File: src/rtl/mac_kbd_responder.sv
// Keyboard side of the Mac Plus M0110 serial protocol: clocks in VIA commands, answers from a key FIFO.
// Optional: define MACKBD_INQ_TIMEOUT_EN to make Inquiry give up with a NULL (0x7B) after INQ_TIMEOUT ticks.
module mac_kbd_responder #(
  parameter int          CLK_HALF    = 1300,
  parameter int          INQ_TIMEOUT = 2000000,
  parameter logic [7:0]  MODEL_BYTE  = 8'h0B,
  parameter int          FIFO_DEPTH  = 4
) (
  input  logic       clk32,
  input  logic       _systemReset,
  input  logic       clk8_en_p,
  input  logic       mac_dat,
  output logic       kbd_clk,
  output logic       kbd_dat,
  input  logic [7:0] key_data,
  input  logic       key_strobe,
  output logic [7:0] cmd_data,
  output logic       cmd_strobe,
  output logic       busy,
  output logic       overflow
);

  localparam int TICK_MAX = (CLK_HALF > INQ_TIMEOUT) ? CLK_HALF : INQ_TIMEOUT;
  localparam int TICK_W   = $clog2(TICK_MAX + 1);
  localparam int PTR_W    = $clog2(FIFO_DEPTH);
  localparam int CNT_W    = $clog2(FIFO_DEPTH + 1);

  localparam logic [7:0] CMD_INQUIRY = 8'h10;
  localparam logic [7:0] CMD_INSTANT = 8'h14;
  localparam logic [7:0] CMD_MODEL   = 8'h16;
  localparam logic [7:0] CMD_TEST    = 8'h36;
  localparam logic [7:0] REPLY_NULL  = 8'h7B;
  localparam logic [7:0] REPLY_TEST  = 8'h7D;

  typedef enum logic [2:0] {
    IDLE, RX_LO, RX_HI, DECODE, WAIT_KEY, WAIT_REL, TX_LO, TX_HI
  } state_t;

  state_t            state;
  logic [TICK_W-1:0] tickCnt;
  logic [2:0]        bitCnt;
  logic [7:0]        shReg;
  logic [7:0]        txReg;
  logic              halfDone;

  logic [7:0]        fifoMem [FIFO_DEPTH];
  logic [PTR_W-1:0]  wrPtr;
  logic [PTR_W-1:0]  rdPtr;
  logic [CNT_W-1:0]  fifoCount;
  logic              fifoFull;
  logic              fifoNonEmpty;
  logic              fifoPop;
  logic              pushOk;
  logic [7:0]        fifoHead;

  assign halfDone     = (tickCnt == TICK_W'(CLK_HALF - 1));
  assign fifoFull     = (fifoCount == CNT_W'(FIFO_DEPTH));
  assign fifoNonEmpty = (fifoCount != '0);
  assign fifoHead     = fifoMem[rdPtr];
  // A pop frees a slot in the same cycle, so a push into a full FIFO is still taken then.
  assign pushOk       = key_strobe && (!fifoFull || fifoPop);

  // The FSM only pops on a tick where it is about to latch fifoHead into txReg.
  always_comb begin
    fifoPop = 1'b0;
    if (clk8_en_p && fifoNonEmpty) begin
      if (state == DECODE && (shReg == CMD_INQUIRY || shReg == CMD_INSTANT))
        fifoPop = 1'b1;
      if (state == WAIT_KEY)
        fifoPop = 1'b1;
    end
  end

  always_ff @(posedge clk32) begin
    if (pushOk)
      fifoMem[wrPtr] <= key_data;
  end

  always_ff @(posedge clk32 or negedge _systemReset) begin
    if (!_systemReset) begin
      wrPtr     <= '0;
      rdPtr     <= '0;
      fifoCount <= '0;
      overflow  <= 1'b0;
    end else begin
      if (pushOk)
        wrPtr <= wrPtr + 1'b1;
      if (fifoPop)
        rdPtr <= rdPtr + 1'b1;
      if (key_strobe && !pushOk)
        overflow <= 1'b1;
      case ({pushOk, fifoPop})
        2'b10:   fifoCount <= fifoCount + 1'b1;
        2'b01:   fifoCount <= fifoCount - 1'b1;
        default: fifoCount <= fifoCount;
      endcase
    end
  end

  always_ff @(posedge clk32 or negedge _systemReset) begin
    if (!_systemReset) begin
      state      <= IDLE;
      tickCnt    <= '0;
      bitCnt     <= '0;
      shReg      <= '0;
      txReg      <= '0;
      kbd_clk    <= 1'b1;
      kbd_dat    <= 1'b1;
      cmd_data   <= '0;
      cmd_strobe <= 1'b0;
      busy       <= 1'b0;
    end else begin
      cmd_strobe <= 1'b0;
      if (clk8_en_p) begin
        case (state)
          IDLE: begin
            if (!mac_dat) begin
              state   <= RX_LO;
              kbd_clk <= 1'b0;
              bitCnt  <= '0;
              tickCnt <= '0;
              busy    <= 1'b1;
            end
          end
          RX_LO: begin
            if (halfDone) begin
              state   <= RX_HI;
              kbd_clk <= 1'b1;
              shReg   <= {shReg[6:0], mac_dat};
              tickCnt <= '0;
            end else begin
              tickCnt <= tickCnt + 1'b1;
            end
          end
          RX_HI: begin
            if (halfDone) begin
              tickCnt <= '0;
              if (bitCnt == 3'd7) begin
                state <= DECODE;
              end else begin
                bitCnt  <= bitCnt + 1'b1;
                kbd_clk <= 1'b0;
                state   <= RX_LO;
              end
            end else begin
              tickCnt <= tickCnt + 1'b1;
            end
          end
          DECODE: begin
            cmd_data   <= shReg;
            cmd_strobe <= 1'b1;
            tickCnt    <= '0;
            state      <= WAIT_REL;
            case (shReg)
              CMD_INQUIRY: begin
                if (fifoNonEmpty) txReg <= fifoHead;
                else              state <= WAIT_KEY;
              end
              CMD_INSTANT: txReg <= fifoNonEmpty ? fifoHead : REPLY_NULL;
              CMD_MODEL:   txReg <= MODEL_BYTE;
              CMD_TEST:    txReg <= REPLY_TEST;
              default:     txReg <= REPLY_NULL;
            endcase
          end
          WAIT_KEY: begin
            // A key landing on the timeout tick is still delivered.
            if (fifoNonEmpty) begin
              txReg <= fifoHead;
              state <= WAIT_REL;
            end
`ifdef MACKBD_INQ_TIMEOUT_EN
            else if (tickCnt == TICK_W'(INQ_TIMEOUT - 1)) begin
              txReg <= REPLY_NULL;
              state <= WAIT_REL;
            end else begin
              tickCnt <= tickCnt + 1'b1;
            end
`endif
          end
          WAIT_REL: begin
            if (mac_dat) begin
              state   <= TX_LO;
              kbd_clk <= 1'b0;
              kbd_dat <= txReg[7];
              txReg   <= {txReg[6:0], 1'b0};
              bitCnt  <= '0;
              tickCnt <= '0;
            end
          end
          TX_LO: begin
            if (halfDone) begin
              state   <= TX_HI;
              kbd_clk <= 1'b1;
              tickCnt <= '0;
            end else begin
              tickCnt <= tickCnt + 1'b1;
            end
          end
          TX_HI: begin
            if (halfDone) begin
              tickCnt <= '0;
              if (bitCnt == 3'd7) begin
                kbd_dat <= 1'b1;
                busy    <= 1'b0;
                state   <= IDLE;
              end else begin
                bitCnt  <= bitCnt + 1'b1;
                kbd_clk <= 1'b0;
                kbd_dat <= txReg[7];
                txReg   <= {txReg[6:0], 1'b0};
                state   <= TX_LO;
              end
            end else begin
              tickCnt <= tickCnt + 1'b1;
            end
          end
          default: state <= IDLE;
        endcase
      end
    end
  end

endmodule
File: config.mk
export PLATFORM = sky130hd
export DESIGN_NAME = mac_kbd_responder
export DESIGN_NICKNAME = d
export VERILOG_FILES = /design/src/rtl/mac_kbd_responder.sv
export SDC_FILE = /design/constraint.sdc
export NUM_CORES = 1
export LEC_CHECK = 0
export BUFFER_PORTS_ARGS = -buffer_cell sky130_fd_sc_hd__buf_2
export CORE_UTILIZATION = 50
export DETAILED_ROUTE_END_ITERATION = 8
export PLACE_DENSITY = 0.67
export SYNTH_ARGS = -nofsm -noshare
export SYNTH_HDL_FRONTEND = slang
export SYNTH_SLANG_ARGS = --single-unit
File: constraint.sdc
create_clock -name clk32 -period 3.3 [get_ports clk32]
set_clock_uncertainty 0.05 [all_clocks]
set_input_delay 0.165 -clock clk32 [delete_from_list [all_inputs] [get_ports clk32]]
set_output_delay 0.165 -clock clk32 [all_outputs]
set_load 0.005 [all_outputs]
# Word-level counts from Yosys, hierarchy flattened
# Memories as Yosys holds them, arrays and structs flattened.
# Cells that the tools add are included.
# word_totals
inputBits	13
n_memories	1
output_inout_bits	13
reg_bits	63
wordCells	128
mem_bits_rw	32
# memory_table
name	depth	word_bits	read_ports	rd_ports_with_merged_regs	wr	line_no	source
fifoMem	4	8	1	0	1	46	logic [7:0] fifoMem [FIFO_DEPTH];
# classes
n_eq_ne	28
n_mux	50
n_reduce_logical	29
addsub	6
# ops
operator	count
one-hot mux 21 bit (4 select lines)	1
one-hot mux 8 bit (4 select lines)	2
2-to-1 mux 21 bit	3
2-to-1 mux 8 bit	5
2-to-1 mux 3 bit	12
== test 8 x 5 -> 1 bit, second input constant	3
one-hot mux 3 bit (8 select lines)	1
adder 21 x 1 -> 21 bit, second input constant	1
== test 21 x 11 -> 1 bit, second input constant	1
2-to-1 mux 1 bit	20
!= test 2 bit, second input constant	10
== test 3 bit, second input constant	6
nonzero test 4 bit	3
AND reduction 5 bit	2
one-hot mux 3 bit (3 select lines)	1
== test 8 x 6 -> 1 bit, second input constant	1
AND reduction 4 bit	2
AND reduction 8 bit	1
AND reduction 7 bit	1
adder 3 x 1 -> 3 bit, second input constant	2
== test 3 x 2 -> 1 bit, second input constant	2
one-hot mux 3 bit (2 select lines)	1
AND reduction 6 bit	1
nonzero test 2 bit	3
other kinds (18)	28

# Logic depth before layout (Yosys ltp)
# logic_depth
word_depth	10
mapped_depth	12
mapped_depth_nobuf	10

# Worst setup path before layout
# No wires, ideal clock.
# synth_path
kind	reg-to-reg
startpoint	reg shReg[0]
endpoint	reg fifoCount[2]
required_time_ns	3.114
arrival_ns	2.558
path_buffers	1
stages_incl_launch_ff	12
path_slack_ns	0.556
synth_period_minus_slack_ns	2.744
path_cell_list	dfrtp_1 or4b_4 buf_6 o41ai_4 nand3_4 nor2_1 inv_1 fa_1 and4_1 nand2_1 o31a_1 mux2i_1
# synth_between
elab_chain_len	10
# synth_rtl
item	line_no	source
from (decl)	42	logic [7:0] shReg;
from (signal assigned)	129	shReg <= {shReg[6:0], mac_dat};
== test 8 x 5 -> 1 bit	67	if (state == DECODE && (shReg == CMD_INQUIRY || shReg == CMD_INSTANT))
logical OR 1 bit (*)	67	
logical AND 1 bit (*)	67	
2-to-1 mux 1 bit (*)	67	
2-to-1 mux 1 bit (*)	69	if (state == WAIT_KEY)
2-to-1 mux 1 bit (*)	66	if (clk8_en_p && fifoNonEmpty) begin
logical OR 1 bit	61	assign pushOk = key_strobe && (!fifoFull || fifoPop);
logical AND 1 bit	61	
== test 2 x 1 -> 1 bit or == test 2 bit (tied branches)	92	case ({pushOk, fifoPop})
one-hot mux 3 bit (2 select lines) or nonzero test 2 bit (tied branches)	-	
to (signal assigned)	93	2'b10: fifoCount <= fifoCount + 1'b1;
to (signal assigned)	94	2'b01: fifoCount <= fifoCount - 1'b1;
to (signal assigned)	95	default: fifoCount <= fifoCount;
to (decl)	49	logic [CNT_W-1:0] fifoCount;
# Mark *: on every way between the ends. The rest lies on a longest branch, timed or not.
# A chain may end at the register's enable or synchronous reset.

# Worst setup path after layout
# Ends and elaborated chain as after synthesis.

==> flow_metrics.py <==
metrics = {
    "cts": {
        "clkSlewWorstSetupHoldPaths_ps": 100,
        "tritoncts": "yes",
        "insertion_delay_ps": 360,
        "numCtsBuffers": 9,
        "cts-root-buf": "clkbuf_8",
        "clock_sinks": 95,
        "cts_resized": 0,
        "cts_buffer_depth": 2,
        "cts-htree-levels": 3,
    },
    "yosys": {
        "yosys_warnings": 0,
        "synth_fa_ha_area_share_pct": 2.68,
        "syn_inst": 439,
        "synth_top_cell_area_share_pct": 30.9,
        "synth_top_family_by_area": "simple AND/OR/NAND/NOR gates",
        "synthTopCellsByArea": "dfrtp_1, edfxtp_1, mux4_2, mux2_2, xnor2_1",
        "syn_area_um2": 4950,
        "synthMuxAreaShare_pct": 7.97,
        "ys_ff_latch": 95,
        "mappedNetlistNets": 462,
        "synth-compound-area-share_pct": 14.5,
        "synth-xor-area-share_pct": 3.54,
        "syn_area_per_cell_um2": 11.3,
        "synth_edf_count": 32,
        "synth_area_leader_cell": "dfrtp_1",
        "ys.flop_type": "dfrtp_1",
        "synthArstFlopShare_pct": 66.3,
        "yosysUniqueCellTypes": 73,
        "synthSimpleGateAreaFrac_pct": 16.6,
        "yosysSeqAreaShare_pct": 51.4,
    },
    "pwr": {
        "power_density_nw_per_um2": 486,
        "power_mw": 2.66,
        "p_leak_nw": 2.27,
        "ir_drop_v": 0.000297,
    },
    "routing": {
        "via_per_inst": 5.76,
        "dr.pass1.iters": 4,
        "wl_per_cell_um": 16.0,
        "drc_errors": 0,
        "finalWirelength_um": 9660,
        "dr.first_iter.drc_count": 227,
        "route.vias.total": 3485,
        "antenna_left": 0,
    },
    "worst_setup_path": {
        "critPathKind": "reg -> reg",
        "max_stage_delay_ps": 610,
        "startpoint_type": "flop",
        "cp_cell_sequence": "or4b_4 -> o41ai_4 -> nand3_4 -> nor2_1 -> inv_1 -> fa_1 -> o41ai_1 -> mux2i_1",
        "r2r_setup_slack_ps": 380,
        "crit_path_end_kind": "flop",
        "cp_max_fo": 7,
        "arrival_ps": 3090,
        "worstPathRequired_ps": 3480,
        "cp_slowest_cell": "or4b_4",
    },
    "global_routing": {
        "grtUsageTotal_pct": 20.5,
        "antenna_found_initial": 0,
        "first_global_vias": 3349,
        "grt-ovfl-total": 0,
        "grt_max_degree": 64,
        "grt_pass1_wl_um": 16200,
    },
    "die": {
        "core_area_um2": 9420,
        "rows": 35,
        "dieArea_um2": 10300,
        "io_pins": 26,
        "die_width_um": 101,
        "die_h_um": 101,
        "start_util_pct": 52.5,
    },
    "place": {
        "placed_area_um2": 5200,
        "gp_congestion": 0.836,
        "pre_cts_ws_ps": 460,
        "dp_hpwl_um": 6620,
        "dp.cells": 580,
        "portBuffers": 25,
    },
    "final_layout": {
        "fin_util_pct": 58.1,
        "antenna_cells": 0,
        "fin_area_um2": 5470,
        "final_cells": 605,
        "area.growth.synth_to_final_pct": 10.6,
        "drive_above_1_share_pct": 18.7,
        "layout.nets": 494,
    },
    "sta": {
        "relSlewSlack_pct": 47.0,
        "slew_violations": 0,
        "setup_viol": 0,
        "hold_ws_ps": 97.3,
        "tns_ps": 0,
        "rsz0062_at_grt": "false",
        "final_hold_viol_count": 0,
        "tightest_slew_ps": 795,
        "fmax_ghz": 0.343,
        "period_share_pct": 88.4,
        "finalCriticalPeriod_ps": 2920,
        "setup_ws_ps": 384,
    },
    "run": {
        "max_cap_violations": 0,
    },
    "min_path": {
        "hold_path.class": "in -> reg",
    },
    "status": {
        "outcome": "completed",
    },
}
-- cell type report --
cell class,count,area (um2)
clock buffer,9,124
sequential,95,2540
timing repair buffer,43,283
multi-input combinational,305,2240
inverter,17,63.8
fill,797,3950
clock inverter,7,56.3
tap,129,161
-- worst max-delay path: cells and delay by family (launching register included) --
family | cells | cell delay [ps]
simple gates | 3 | 900
compound gates | 2 | 830
flops | 1 | 430
fa+ha+maj | 1 | 390
mux | 1 | 140
buf+inv | 1 | 60
-- kinds of logic (layout without fill, tap and decap cells) --
family                   Yosys count  in the layout
AO/OA/AOI/OAI                     97             97
XOR/XNOR                          20             20
adder cells (fa/ha/maj)           10             10
buffers and inverters             39             76
flip-flops                        95             95
multiplexers                      27             27
AND/OR/NAND/NOR                  151            151
-- final timing paths --
kind	start	end	depth (start not counted)
max	shReg[0]	fifoCount[2]	8
min	key_strobe	overflow	2
max reg2reg	shReg[0]	fifoCount[2]	8
min reg2reg	overflow	overflow	1
max in group asynchronous	_systemReset	tickCnt[9]	3
min in group asynchronous	_systemReset	tickCnt[3]	3
-- power by group --
group | total, mW | leakage [nW] | internal [mW] | switching (mW)
logic | 0.448 | 1.09 | 0.193 | 0.254
clock network | 0.708 | 0.0907 | 0.283 | 0.425
registers | 1.50 | 1.09 | 1.38 | 0.123
-- placed cells by master (no fill, tap or decap), types with 4 or more instances in the layout --
cell type	instances
a2111oi_0	8
a211oi_1	4
a21o_1	5
a21oi_1	16
and2_1	4
and2_2	4
and3_1	7
buf_2	25
buf_4	9
clkbuf_8	9
dfrtp_1	61
dlygate4sd3_1	9
edfxtp_1	32
ha_1	9
inv_1	16
mux2_2	15
mux4_2	8
nand2_1	32
nand3_1	18
nand4_1	6
nor2_1	31
nor3_1	11
nor4_1	6
o21ai_0	21
o31ai_1	5
or3_1	5
or4_1	4
xnor2_1	14
xor2_1	6
-- synth_stat cells, types with 5 or more instances --
cell type / instances
nand2_1: 32
dfrtp_1: 61
clkbuf_1: 12
o31ai_1: 5
xor2_1: 6
nand3_1: 18
buf_2: 5
nand4_1: 6
mux2_2: 15
nor4_1: 6
nor2_1: 31
inv_1: 16
edfxtp_1: 32
nor3_1: 11
or3_1: 5
a2111oi_0: 8
and3_1: 7
ha_1: 9
a21oi_1: 16
xnor2_1: 14
o21ai_0: 21
mux4_2: 8
a21o_1: 5
-- sequential cells by signal, summed over array words and instances, names as in the netlist --
name        cells
state           3
cmd_data        8
fifoCount       3
wrPtr           2
kbd_clk         1
cmd_strobe      1
kbd_dat         1
overflow        1
shReg           8
rdPtr           2
bitCnt          3
fifoMem        32
busy            1
txReg           8
tickCnt        21
-- routing by layer --
| layer | track usage [%] | wire [um] | share of wire [%] |
|---|---|---|---|
| met1 | 27.9 | 4650 | 48 |
| met2 | 33.6 | 4640 | 48 |
| met3 | 3.04 | 281 | 2.9 |
| met4 | 7.13 | 92 | 0.95 |
| met5 | 0 | 0 | 0 |
-- repair_timing --
| item | in CTS | in global routing |
|---|---|---|
| setup endpoints to repair | 0 | 0 |
| endpoints found under the hold margin | 93 | 0 |
| buffers inserted | 0 | 0 |
| hold buffers | 9 | 0 |
No activity file was read; power rests on OpenSTA's default activity.
